`src/rtl/cpu_oci_trace_packer_pkg.sv`:
```
// cpu_oci_trace_pkg: shared state encoding and width helper for the OCI trace packer
package cpu_oci_trace_pkg;
   typedef enum logic [1:0] {RUN, FLUSH, DRAIN, ENDED} state_t;
   function automatic int cnt_w(input int n);
      return $clog2(n + 1);
   endfunction
endpackage

```
`src/rtl/cpu_oci_trace_packer_if.sv`:
```
// cpu_oci_trace_packer_if: trace frame input and FIFO read port of the trace packer
interface cpu_oci_trace_packer_if #(
   parameter int FRAME_W = 2,
   parameter int BUF_W   = 30,
   parameter int CNT_W   = 4
);
   logic               trace_valid;
   logic [FRAME_W-1:0] trace_frame;
   logic               rd_valid;
   logic               rd_ready;
   logic [BUF_W-1:0]   rd_data;
   logic [CNT_W-1:0]   rd_count;
   modport master (output trace_valid, trace_frame, rd_ready, input rd_valid, rd_data, rd_count);
   modport slave  (input trace_valid, trace_frame, rd_ready, output rd_valid, rd_data, rd_count);
endinterface

```
`src/rtl/cpu_oci_trace_packer_fifo.sv`:
```
// cpu_oci_trace_fifo: show-ahead word FIFO that drops pushes into a full queue unless a pop frees a slot
module cpu_oci_trace_fifo import cpu_oci_trace_pkg::*; #(
   parameter int W      = 34,
   parameter int DEPTH  = 4,
   parameter int DROP_W = 8,
   parameter int LVL_W  = cnt_w(DEPTH)
) (
   input  logic              clk,
   input  logic              reset_n,
   input  logic              push,
   input  logic [W-1:0]      din,
   input  logic              rd_ready,
   output logic              rd_valid,
   output logic [W-1:0]      dout,
   output logic [LVL_W-1:0]  level,
   output logic              overflow,
   output logic [DROP_W-1:0] drop_count
);
   localparam int PTR_W = $clog2(DEPTH);
   logic [W-1:0]     mem [DEPTH];
   logic [PTR_W-1:0] wp, rp;
   logic             pop, full, accept, drop;
   assign rd_valid = level != '0;
   assign pop      = rd_valid && rd_ready;
   assign full     = level == LVL_W'(DEPTH);
   assign accept   = push && (!full || pop);
   assign drop     = push && full && !pop;
   assign dout     = mem[rp];
   always_ff @(posedge clk or negedge reset_n) begin
      if (!reset_n) begin
         for (int i = 0; i < DEPTH; i++) mem[i] <= '0;
         wp         <= '0;
         rp         <= '0;
         level      <= '0;
         overflow   <= 1'b0;
         drop_count <= '0;
      end else begin
         if (accept) begin
            mem[wp] <= din;
            wp      <= wp + 1'b1;
         end
         if (pop) rp <= rp + 1'b1;
         level <= level + LVL_W'(accept) - LVL_W'(pop);
         if (drop) begin
            overflow   <= 1'b1;
            drop_count <= drop_count + DROP_W'(drop_count != '1);
         end
      end
   end
endmodule

```
`src/rtl/cpu_oci_trace_packer.sv`:
```
// cpu_oci_trace_packer: packs trace frames into tagged words, queues them and runs the end-of-test flush/drain
module cpu_oci_trace_packer import cpu_oci_trace_pkg::*; #(
   parameter int FRAME_W         = 2,
   parameter int FRAMES_PER_WORD = 15,
   parameter int DEPTH           = 4,
   parameter int DROP_W          = 8,
   parameter int BUF_W           = FRAME_W * FRAMES_PER_WORD,
   parameter int CNT_W           = cnt_w(FRAMES_PER_WORD),
   parameter int LVL_W           = cnt_w(DEPTH)
) (
   input  logic                     clk,
   input  logic                     reset_n,
   cpu_oci_trace_packer_if.slave    bus,
   input  logic                     test_ending,
   output logic [BUF_W-1:0]         dct_buffer,
   output logic [CNT_W-1:0]         dct_count,
   output logic [LVL_W-1:0]         fifo_level,
   output logic                     overflow,
   output logic [DROP_W-1:0]        drop_count,
   output logic                     test_has_ended
);
   state_t                   state;
   logic                     take, push, pop;
   logic [BUF_W-1:0]         nbuf;
   logic [BUF_W+CNT_W-1:0]   din, head;
   always_comb begin
      take = state == RUN && bus.trace_valid;
      nbuf = dct_buffer;
      nbuf[dct_count*FRAME_W +: FRAME_W] = bus.trace_frame;
      push = (take && dct_count == CNT_W'(FRAMES_PER_WORD - 1)) || (state == FLUSH && dct_count != '0);
      din  = state == FLUSH ? {dct_buffer, dct_count} : {nbuf, CNT_W'(FRAMES_PER_WORD)};
   end
   assign pop = bus.rd_valid && bus.rd_ready;
   assign {bus.rd_data, bus.rd_count} = head;
   cpu_oci_trace_fifo #(.W(BUF_W + CNT_W), .DEPTH(DEPTH), .DROP_W(DROP_W), .LVL_W(LVL_W)) u_fifo (
      .clk        (clk),
      .reset_n    (reset_n),
      .push       (push),
      .din        (din),
      .rd_ready   (bus.rd_ready),
      .rd_valid   (bus.rd_valid),
      .dout       (head),
      .level      (fifo_level),
      .overflow   (overflow),
      .drop_count (drop_count)
   );
   always_ff @(posedge clk or negedge reset_n) begin
      if (!reset_n) begin
         state          <= RUN;
         dct_buffer     <= '0;
         dct_count      <= '0;
         test_has_ended <= 1'b0;
      end else begin
         case (state)
            RUN: begin
               if (take) begin
                  dct_buffer <= push ? '0 : nbuf;
                  dct_count  <= push ? '0 : dct_count + 1'b1;
               end
               if (test_ending) state <= FLUSH;
            end
            FLUSH: begin
               dct_buffer <= '0;
               dct_count  <= '0;
               state      <= DRAIN;
            end
            // empty once this cycle's pop (if any) has taken the last entry
            DRAIN: if (fifo_level == '0 || (fifo_level == LVL_W'(1) && pop)) begin
               state          <= ENDED;
               test_has_ended <= 1'b1;
            end
            ENDED: ;
            default: state <= RUN;
         endcase
      end
   end
endmodule
```
`src/flat_wrapper.sv`:
```
// flat-port wrapper written by rule: the top's interface ports become plain ports
module cpu_oci_trace_packer_flat import cpu_oci_trace_pkg::*;
#(
   parameter int FRAME_W         = 2,
   parameter int FRAMES_PER_WORD = 15,
   parameter int DEPTH           = 4,
   parameter int DROP_W          = 8,
   parameter int BUF_W           = FRAME_W * FRAMES_PER_WORD,
   parameter int CNT_W           = cnt_w(FRAMES_PER_WORD),
   parameter int LVL_W           = cnt_w(DEPTH)
)
  (clk, reset_n, test_ending, dct_buffer, dct_count, fifo_level, overflow, drop_count, test_has_ended, bus_trace_valid, bus_trace_frame, bus_rd_ready, bus_rd_valid, bus_rd_data, bus_rd_count);
  cpu_oci_trace_packer_if #(.FRAME_W(FRAME_W), .BUF_W(BUF_W), .CNT_W(CNT_W)) bus_i ();
  input  logic clk;
  input  logic reset_n;
  input  logic test_ending;
  output logic [BUF_W-1:0] dct_buffer;
  output logic [CNT_W-1:0] dct_count;
  output logic [LVL_W-1:0] fifo_level;
  output logic overflow;
  output logic [DROP_W-1:0] drop_count;
  output logic test_has_ended;
  input wire logic [$bits(bus_i.trace_valid)-1:0] bus_trace_valid;
  input wire logic [$bits(bus_i.trace_frame)-1:0] bus_trace_frame;
  input wire logic [$bits(bus_i.rd_ready)-1:0] bus_rd_ready;
  output wire logic [$bits(bus_i.rd_valid)-1:0] bus_rd_valid;
  output wire logic [$bits(bus_i.rd_data)-1:0] bus_rd_data;
  output wire logic [$bits(bus_i.rd_count)-1:0] bus_rd_count;
  assign bus_i.trace_valid = bus_trace_valid;
  assign bus_i.trace_frame = bus_trace_frame;
  assign bus_i.rd_ready = bus_rd_ready;
  assign bus_rd_valid = bus_i.rd_valid;
  assign bus_rd_data = bus_i.rd_data;
  assign bus_rd_count = bus_i.rd_count;
  cpu_oci_trace_packer #(.FRAME_W(FRAME_W), .FRAMES_PER_WORD(FRAMES_PER_WORD), .DEPTH(DEPTH), .DROP_W(DROP_W), .BUF_W(BUF_W), .CNT_W(CNT_W), .LVL_W(LVL_W)) u_core (.clk(clk), .reset_n(reset_n), .bus(bus_i), .test_ending(test_ending), .dct_buffer(dct_buffer), .dct_count(dct_count), .fifo_level(fifo_level), .overflow(overflow), .drop_count(drop_count), .test_has_ended(test_has_ended));
endmodule
```
`config.mk`:
```
export PLATFORM = sky130hd
export DESIGN_NAME = cpu_oci_trace_packer_flat
export DESIGN_NICKNAME = d
export VERILOG_FILES = /design/src/rtl/cpu_oci_trace_packer_pkg.sv /design/src/rtl/cpu_oci_trace_packer_if.sv /design/src/rtl/cpu_oci_trace_packer_fifo.sv /design/src/rtl/cpu_oci_trace_packer.sv /design/src/flat_wrapper.sv
export SDC_FILE = /design/constraint.sdc
export NUM_CORES = 1
export LEC_CHECK = 0
export ABC_AREA = 1
export CORE_ASPECT_RATIO = 1.25
export CORE_MARGIN = 5
export CORE_UTILIZATION = 45
export CTS_BUF_LIST = sky130_fd_sc_hd__clkbuf_8
export CTS_CLUSTER_DIAMETER = 120
export DETAILED_ROUTE_END_ITERATION = 12
export PLACE_DENSITY_LB_ADDON = 0.12
export SYNTH_ARGS = -nofsm -noshare
export SYNTH_HDL_FRONTEND = slang
export SYNTH_SLANG_ARGS = --single-unit
export TNS_END_PERCENT = 50
```
`constraint.sdc`:
```
create_clock -name clk -period 3.82 [get_ports clk]
set_clock_uncertainty 0.1 [all_clocks]
set_input_delay 1.146 -clock clk [delete_from_list [all_inputs] [get_ports clk]]
set_output_delay 1.146 -clock clk [all_outputs]
set_load 0.02 [all_outputs]
```
==> flow_summary_export.csv <==
group,metric,value,unit
sta,setup_viol,0,
clocking,clock_latency,0.47,ns
grt,top_usage_layer,"met2",
cells_and_area,antenna_cells,0,
synth,yosys.area.top_type_share,0.500,
clocking,ctsResizeCount,0,
detailed_routing,viasPerCell,5.27,
critical_path,critPathTopFamily,"buffers and inverters",
clocking,htree_levels,4,
sta,maxSlewHeadroom,0.459,
synth,yosysTopAreaCell,"dfrtp_1",
synth,synthTopCellsByArea,"dfrtp_1 (50%), nand2_1 (21%), o22ai_1 (4.3%)",
critical_path,cp_max_fo,41,
clocking,clkTransAtPathRegs,0.09,ns
detailed_routing,drc,0,
clocking,cts_buffers,17,
die,rows,59,
grt,grt_max_degree,82,
place,routabilityCongestion,0.934,
detailed_routing,wl_per_cell,17.1,um
grt,grt.met1_usage,0.320,
cells_and_area,finalNetCount,1314,
synth,async_reset_ff_frac,1.00,
pwr,p_per_area,781,nW/um^2
critical_path,critPathArrivalTime,2.39,ns
sta,fin_tns_setup,0,ns
critical_path,critical_path.max_stage_delay,0.66,ns
detailed_routing,drtPass1Iterations,7,
sta,tightest_slew,0.811,ns
clocking,cts_tree,"yes",
clocking,cts_root_buf,"clkbuf_8",
synth,synthTopCellsByCount,"nand2_1 (529), dfrtp_1 (189), nor2_1 (89), o21ai_0 (75), inv_1 (69)",
detailed_routing,drt_iter0_drc,599,
sta,rsz0062_at_grt,"no",
die,core-area,20700,um^2
sta,clock.fmax,0.275,GHz
synth,ys_ff_latch,189,
critical_path,critPathCaptureType,"output port",
run_status,status,"finished clean",
cells_and_area,syn2layout_area_growth,16.6,%
sta,post-route-period-util,0.952,
sta,period_needed,3.64,ns
grt,grt_pass1_wl,43900,um
critical_path,critPathLaunchType,"flip-flop",
cells_and_area,drive_gt1_frac,0.0600,
place,port-buffer-count,88,
detailed_routing,finalWirelength,26900,um
place,placedCellCount,1544,
hold_path,hp-class,"reg -> reg",
synth,syn_area_per_cell,7.74,um^2
critical_path,crit_type,"reg -> out",
grt,grt_pass1_vias,8174,
synth,synth.distinct_cells,36,
clocking,cts_post_setup_buffers_inserted,0,
clocking,cts.sinks,189,
grt,grt_use_met2,0.382,
clocking,clk_path_buf_depth,2,
synth,synth_ff_type,"dfrtp_1",
die,die_h,172,um
pwr,p_leak,0.00554,uW
grt,grt_overflow,0,
place,hpwlAfterDp,17500,um
die,die_w,140,um
critical_path,cp.buffers_inverters,3,
grt,grtUsageMet3,0.0340,
synth,synth_edf_count,0,
detailed_routing,vias,8303,
die,ios,89,
synth,synth-seq-area-share,0.500,
cells_and_area,final_core_util,0.532,
detailed_routing,drtAntennaViolNets,0,
clocking,ctsHoldBuffers,0,
cells_and_area,stdcell_count,1575,
die,start_util,0.456,
cells_and_area,fillers,1987,
pwr,peakVddDrop,0.000404,V
sta,slew_violations,0,
grt,grt_util_all_layers,0.230,
critical_path,required,2.57,ns
die,dieArea,24000,um^2
synth,netlist_area,9460,um^2
critical_path,path_cells,"inv_2, buf_12, o21ai_0, o22ai_1, clkdlybuf4s50_1",
synth,synth_most_common_cell,"nand2_1",
sta,finalHoldViolations,0,
pwr,power,8610,uW
run,cap_viol_max_count,0,
synth,ys.warnings.count,0,
grt,antenna_found_initial,0,
synth,syn_nets,1247,
critical_path,slowest_stage,"clkdlybuf4s50_1",
synth,syn_inst,1222,
-- worst min-delay path, cell delays in order (launching register included) --
cell     delay (ns)
dfrtp_1        0.35
nand2_1        0.05
nand2_1        0.04
-- stage by stage --
| step | setup WS, ns | hold slack, ns | area, um^2 |
|---|---|---|---|
| finish | 0.183 | 0.371 | 11000 |
| global route | 0.0657 | 0.402 | 11000 |
| CTS | 0.152 | 0.377 | 11000 |
| detailed placement | 0.370 | 0.353 | 10600 |
| global placement | 0.377 | 0.349 | 10600 |
| floorplan | 0.750 | 0.337 | 9460 |
-- cells in the final DEF (no fill, tap or decap), types with 2 or more instances in the layout --
cell type          n
nor2_1            89
nand3_2            2
xor2_1             8
nor3_1             5
a21oi_1            4
ha_1              17
nor2_8             3
o21ai_2            2
clkinvlp_4         2
o211ai_1           5
inv_6              4
buf_4             21
o21ai_0           75
buf_12             5
nand2_1          529
inv_2              6
xnor2_1            2
o22ai_1           65
clkbuf_8          21
o21ai_1            7
bufinv_16          3
clkdlybuf4s50_1   87
nand4_1           18
inv_1             69
dfrtp_1          188
nand3_1           50
-- layout make-up --
class	count	area, um^2	share of cell area
clock buffers	20	275	0.0249
well taps	274	343	0.0311
flip-flops and latches	189	4730	0.429
repair buffers	114	1140	0.104
inverters	75	282	0.0255
multi-input cells	892	4110	0.372
clock inverters	11	155	0.0141
-- path summary, 6_finish.rpt --
check                           slack, ns  cells after the start                      to             startpoint
worst max-delay path                 0.18                      5          bus_rd_data[0]    u_core.u_fifo.rp[0]
worst min-delay path                 0.37                      2   u_core.u_fifo.mem[35]  u_core.u_fifo.mem[35]
worst max register to register       1.06                     11   u_core.u_fifo.mem[91]    u_core.dct_count[1]
worst min register to register       0.37                      2   u_core.u_fifo.mem[35]  u_core.u_fifo.mem[35]
max in group asynchronous            2.21                      2   u_core.u_fifo.mem[43]                reset_n
min in group asynchronous            0.63                      1  u_core.u_fifo.mem[126]                reset_n
-- state kept, by name (all words and copies together) (netlist names), 2 cells and up --
signal and flops:
u_core.u_fifo.wp 2, u_core.dct_buffer 30, u_core.u_fifo.drop_count 8, u_core.u_fifo.level 3
u_core.u_fifo.mem 136, u_core.state 2, u_core.u_fifo.rp 2, u_core.dct_count 4
-- power breakdown --
part,switching (uW),internal (uW),total [uW]
logic,2560,1570,4130
clock network,744,708,1450
registers,391,2650,3040
-- per-layer routing --
| layer | share of wire | vias up |
|---|---|---|
| li1 | - | 4038 |
| met1 | 0.45 | 4008 |
| met2 | 0.48 | 226 |
| met3 | 0.053 | 31 |
| met4 | 0.013 | 0 |
| met5 | 0 | - |
-- kinds of logic (layout without fill, tap and decap cells) --
logic type,Yosys count,count (layout),share of synthesized area
AND/OR/NAND/NOR,702,702,0.300
AO/OA/AOI/OAI,161,161,0.0972
adder cells (fa/ha/maj),18,18,0.0246
flip-flops,189,189,0.500
buffers and inverters,141,220,0.0664
XOR/XNOR,11,11,0.0122
Power figures use the tool's default switching activity.
